`src/rtl/multi_edge_pulse.sv`:
```
// Multi-channel edge detector: per-channel synchronizer, debouncer and
// retriggerable pulse stretcher, plus a shared count of qualifying edges.
module multi_edge_pulse #(
   parameter int unsigned N_CH        = 4,
   parameter int unsigned SYNC_STAGES = 2,
   parameter int unsigned DEB_LEN     = 4,
   parameter int unsigned PULSE_LEN   = 1
) (
   input  logic            clk,
   input  logic            rst_n,
   input  logic [N_CH-1:0] in_trig,
   input  logic [1:0]      edge_mode,
   output logic [N_CH-1:0] out_pulse,
   output logic [N_CH-1:0] level_db,
   output logic            any_pulse,
   output logic [7:0]      evt_cnt
);

   // Debounce counter only ever needs to hold DEB_LEN-1.
   localparam int unsigned DW        = (DEB_LEN > 1) ? $clog2(DEB_LEN) : 1;
   localparam logic [DW-1:0] DebMax  = DW'(DEB_LEN - 1);
   localparam logic [7:0]   PulseLoad = 8'(PULSE_LEN);

   localparam logic [1:0] ModeRise = 2'b00;
   localparam logic [1:0] ModeFall = 2'b01;
   localparam logic [1:0] ModeBoth = 2'b10;

   logic [SYNC_STAGES-1:0][N_CH-1:0] sync_q;
   logic [N_CH-1:0]                  sync;
   logic [N_CH-1:0][DW-1:0]          deb_q, deb_d;
   logic [N_CH-1:0]                  level_q, level_d;
   logic [N_CH-1:0][7:0]             pcnt_q, pcnt_d;
   logic [N_CH-1:0]                  qual, qual_q;
   logic [N_CH-1:0]                  out_q;
   logic                             any_q;
   logic [7:0]                       evt_q, evt_d;

   assign sync = sync_q[SYNC_STAGES-1];

   // Synchronizer chain: stage 0 samples the raw asynchronous inputs.
   always_ff @(posedge clk or negedge rst_n) begin
      if (!rst_n) begin
         sync_q <= '0;
      end else begin
         sync_q <= {sync_q[SYNC_STAGES-2:0], in_trig};
      end
   end

   // Debounce, edge qualification and pulse counter next-state per channel.
   always_comb begin
      deb_d   = '0;
      level_d = level_q;
      qual    = '0;
      pcnt_d  = '0;
      for (int ch = 0; ch < int'(N_CH); ch++) begin
         pcnt_d[ch] = (pcnt_q[ch] != 8'd0) ? pcnt_q[ch] - 8'd1 : 8'd0;
         if (sync[ch] != level_q[ch]) begin
            if (deb_q[ch] == DebMax) begin
               level_d[ch] = sync[ch];
               qual[ch]    = (edge_mode == ModeBoth) ||
                             ((edge_mode == ModeRise) && sync[ch]) ||
                             ((edge_mode == ModeFall) && !sync[ch]);
            end else begin
               deb_d[ch] = deb_q[ch] + DW'(1);
            end
         end
         // A new qualifying edge reloads the counter, extending any active pulse.
         if (qual[ch]) begin
            pcnt_d[ch] = PulseLoad;
         end
      end
   end

   // Event counter adds the edges qualified in the previous cycle so it
   // moves in the same cycle the corresponding pulses appear.
   always_comb begin
      evt_d = evt_q;
      for (int ch = 0; ch < int'(N_CH); ch++) begin
         evt_d = evt_d + 8'(qual_q[ch]);
      end
   end

   // Channel state and registered outputs.
   always_ff @(posedge clk or negedge rst_n) begin
      if (!rst_n) begin
         deb_q   <= '0;
         level_q <= '0;
         pcnt_q  <= '0;
         qual_q  <= '0;
         out_q   <= '0;
         any_q   <= 1'b0;
         evt_q   <= 8'd0;
      end else begin
         deb_q   <= deb_d;
         level_q <= level_d;
         pcnt_q  <= pcnt_d;
         qual_q  <= qual;
         for (int ch = 0; ch < int'(N_CH); ch++) begin
            out_q[ch] <= (pcnt_q[ch] != 8'd0);
         end
         any_q   <= (pcnt_q != '0);
         evt_q   <= evt_d;
      end
   end

   assign out_pulse = out_q;
   assign level_db  = level_q;
   assign any_pulse = any_q;
   assign evt_cnt   = evt_q;

endmodule
```
`config.mk`:
```
export PLATFORM = sky130hd
export DESIGN_NAME = multi_edge_pulse
export DESIGN_NICKNAME = d
export VERILOG_FILES = /design/src/rtl/multi_edge_pulse.sv
export SDC_FILE = /design/constraint.sdc
export NUM_CORES = 1
export LEC_CHECK = 0
export ABC_AREA = 1
export BUFFER_PORTS_ARGS = -buffer_cell sky130_fd_sc_hd__buf_4
export CAP_MARGIN = 10
export CORE_ASPECT_RATIO = 1.1
export CORE_MARGIN = 5
export CORE_UTILIZATION = 60
export DETAILED_ROUTE_END_ITERATION = 8
export PLACE_DENSITY_LB_ADDON = 0.2
export SLEW_MARGIN = 5
export SYNTH_ARGS = -nofsm -noshare
export SYNTH_HDL_FRONTEND = slang
export SYNTH_SLANG_ARGS = --single-unit
export TNS_END_PERCENT = 5
```
`constraint.sdc`:
```
create_clock -name clk -period 6 [get_ports clk]
set_clock_uncertainty 0.05 [all_clocks]
set_input_delay 0.3 -clock clk [delete_from_list [all_inputs] [get_ports clk]]
set_output_delay 0.3 -clock clk [all_outputs]
set_load 0.01 [all_outputs]
```
==> summary.txt <==
Finish
  – NumNets Final: 399
  – Commonest cells after routing, fill and taps aside: 69 x dfrtp_1, 64 x nand2_1, 50 x inv_1
  – Final design utilization: 0.702
  – FILL cells: 420
  – Multi-input gate area: 0.00129 sq mm
  – Leading cell type in the layout, fill and taps excluded: dfrtp_1
  – Layout area overhead: 15.2%
  – Share of cells above drive strength 1: 0.201
  – # diodes: 0
  – Register area: 0.00173 sq mm

Worst setup path
  – Critical path arrival: 2610 ps
  – Worst R2R Start: evt_cnt[0]
  – Critical path capture point type: flop
  – CP required: 6160 ps
  – Setup crit start kind: flop
  – R2R Setup Slk: 3550 ps
  – Register-to-Register Path Depth: 7
  – CP Max Fanout: 2
  – Critical path class: flop to flop
  – R2r endpoint: evt_cnt[6]

Synthesis
  – Yosys Warn Count: 0
  – Compound-Gate Fraction of Synth Area: 0.0140
  – FFs w/ async S/R, synth: 1.00
  – Synth Instances: 338
  – Distinct cells, synth: 23
  – Primary FF master, synth: dfrtp_1
  – Sequential element share of the synthesized area: 0.536
  – Simple-gate share of the synthesized area: 0.252
  – Adder-cell area share of the yosys netlist: 0.0691
  – Yosys reg bits: 69
  – Main combinational cell family by area after synthesis: simple AND/OR/NAND/NOR gates
  – Syn nets: 362
  – Xor and xnor area share after synthesis: 0.0652
  – Mapped Area: 0.00322 sq mm
  – Number of synthesized flops with an enable pin: 0
  – Mux contribution to synthesized area: 0
  – Avg Cell Area, Syn: 9.54 sq um

Timing
  – # setup viols final: 0
  – Max_slew headroom: 0.452
  – Final Cycle Share: 0.408
  – Fmax: 408 MHz
  – Worst hold slack: 21.2 ps
  – Period minus WS final: 2450 ps
  – Final slew viol count: 0
  – Worst slew pin tran: 822 ps
  – Unrepaired setup endpoints after global routing: false
  – Setup tns final: 0 ps
  – Final Hold Viols: 0

Routing
  – Routed len/inst: 10.9 um
  – Via/cell ratio: 4.61
  – Antenna-violating nets left: 0
  – Via count: 2,094
  – # DRC: 0
  – 1st-pass router iterations: 3
  – Final wirelength: 4970 um
  – DRT iter0 DRCs: 90

Clock network
  – Clk root buf: clkbuf_8
  – Maximum buffer depth of the clock tree: 2
  – Post-CTS Setup Bufs: 0
  – # clock sinks: 69
  – Num CTS Buffers: 9
  – CTS tree: done
  – Number of H-tree levels: 3
  – Hold buffer count at CTS: 0
  – Clock latency on the worst-skew pair: 330 ps
  – Clock transition at path regs: 70 ps
  – Post-cts sizing count: 0

Die
  – Row count: 28
  – Core Box Area: 0.00529 sq mm
  – Vert. Die Dim: 86.9 um
  – Die Span X: 79.9 um
  – Area of the die: 0.00694 sq mm
  – Initial core utilization: 0.609
  – I/O pins: 25

Placement
  – Dpl hpwl: 3580 um
  – Port Buffers: 24
  – Routability cong.: 0.740

GRT
  – First-pass GRT wire length: 9320 um
  – Vias in the first global route: 2,139
  – Total grt overflow: 0
  – GRT Total Usage: 0.173
  – Antenna violations before repair: 0
  – Pin count of the biggest net entering global routing: 70

Power and ir drop
  – Worst VDD drop: 0.285 mV
  – Overall Power: 1.76 mW
  – Lkg Pwr: 1.88 nW
  – Pwr dens: 473 mW/mm^2

Job
  – Maxcap violations: 0

Worst hold path
  – Hold Crit Class: primary input to asynchronous set/reset pin

Status
  – Status: finished clean
[per-stage QoR]
| step | std cells | setup WS [ps] | area, sq um |
|---|---|---|---|
| global route | 454 | 3420 | 3710 |
| CTS | 452 | 3530 | 3690 |
| detailed placement | 437 | 3540 | 3500 |
| finish | 454 | 3550 | 3710 |
| floorplan | 338 | 3650 | 3220 |
| global placement | 437 | 3620 | 3500 |
[sequential cells by signal, indices dropped and copies added (netlist names)]
signal     count
sync_q         4
deb_q          8
level_db       4
any_pulse      1
sync           4
qual_q         4
pcnt_q        32
evt_cnt        8
out_pulse      4
[where the power goes]
part / switching [mW] / internal (mW)
combinational: 0.378 / 0.273
clock: 0.153 / 0.205
sequential: 0.115 / 0.633
[critical path, cell delays in order, from the launching register on]
cell and delay [ps]:
dfrtp_1 400, fa_1 550, inv_1 50, fa_1 390, fa_1 420, nor2_1 200
nand3_1 110, xor2_1 160
[cells by family (layout without fill, tap and decap cells)]
family	after synthesis	count (layout)
compound gates	8	8
xor+xnor	24	24
fa+ha+maj	16	16
buf+inv	55	96
flops	69	69
simple gates	166	166
[Yosys cell counts, types with 2 or more instances]
master / count / area share
xor2_1: 16 / 0.043
inv_2: 5 / 0.0058
nor3_1: 5 / 0.0078
nor2_2: 11 / 0.021
dfrtp_1: 69 / 0.54
fa_1: 3 / 0.019
o21ai_0: 5 / 0.0078
nand3_2: 2 / 0.0062
nand2_2: 9 / 0.017
inv_1: 50 / 0.058
xnor2_1: 8 / 0.022
nand2_1: 64 / 0.075
ha_1: 13 / 0.050
nand3_1: 14 / 0.022
nand2_4: 4 / 0.014
nor2_1: 49 / 0.057
nor2_4: 5 / 0.017
[routing by layer]
metal  track usage  routed length, um  share of wire
met1         0.209               2210           0.45
met3        0.0476                215          0.043
met5             0                  0              0
met4        0.0737                 85          0.017
met2         0.292               2460           0.49
[worst max-delay path by stage]
stage	startpoint	endpoint	slack (ps)	depth (start not counted)
after floorplan	evt_cnt[0]	evt_cnt[6]	3650	7
final	evt_cnt[0]	evt_cnt[6]	3550	7
after CTS	evt_cnt[0]	evt_cnt[6]	3530	7
after global routing	evt_cnt[0]	evt_cnt[6]	3420	7
after detailed placement	evt_cnt[0]	evt_cnt[6]	3540	7
after global placement	evt_cnt[0]	evt_cnt[6]	3620	7
[area by class of cell]
type                       instances  share of cell area
clock buffer                      15              0.0529
timing repair buffer              26              0.0539
sequential                        69               0.465
multi-input combinational        214               0.347
inverter                          55              0.0556
tap                               75              0.0253
Note: power is estimated with default switching activity, not from simulation.
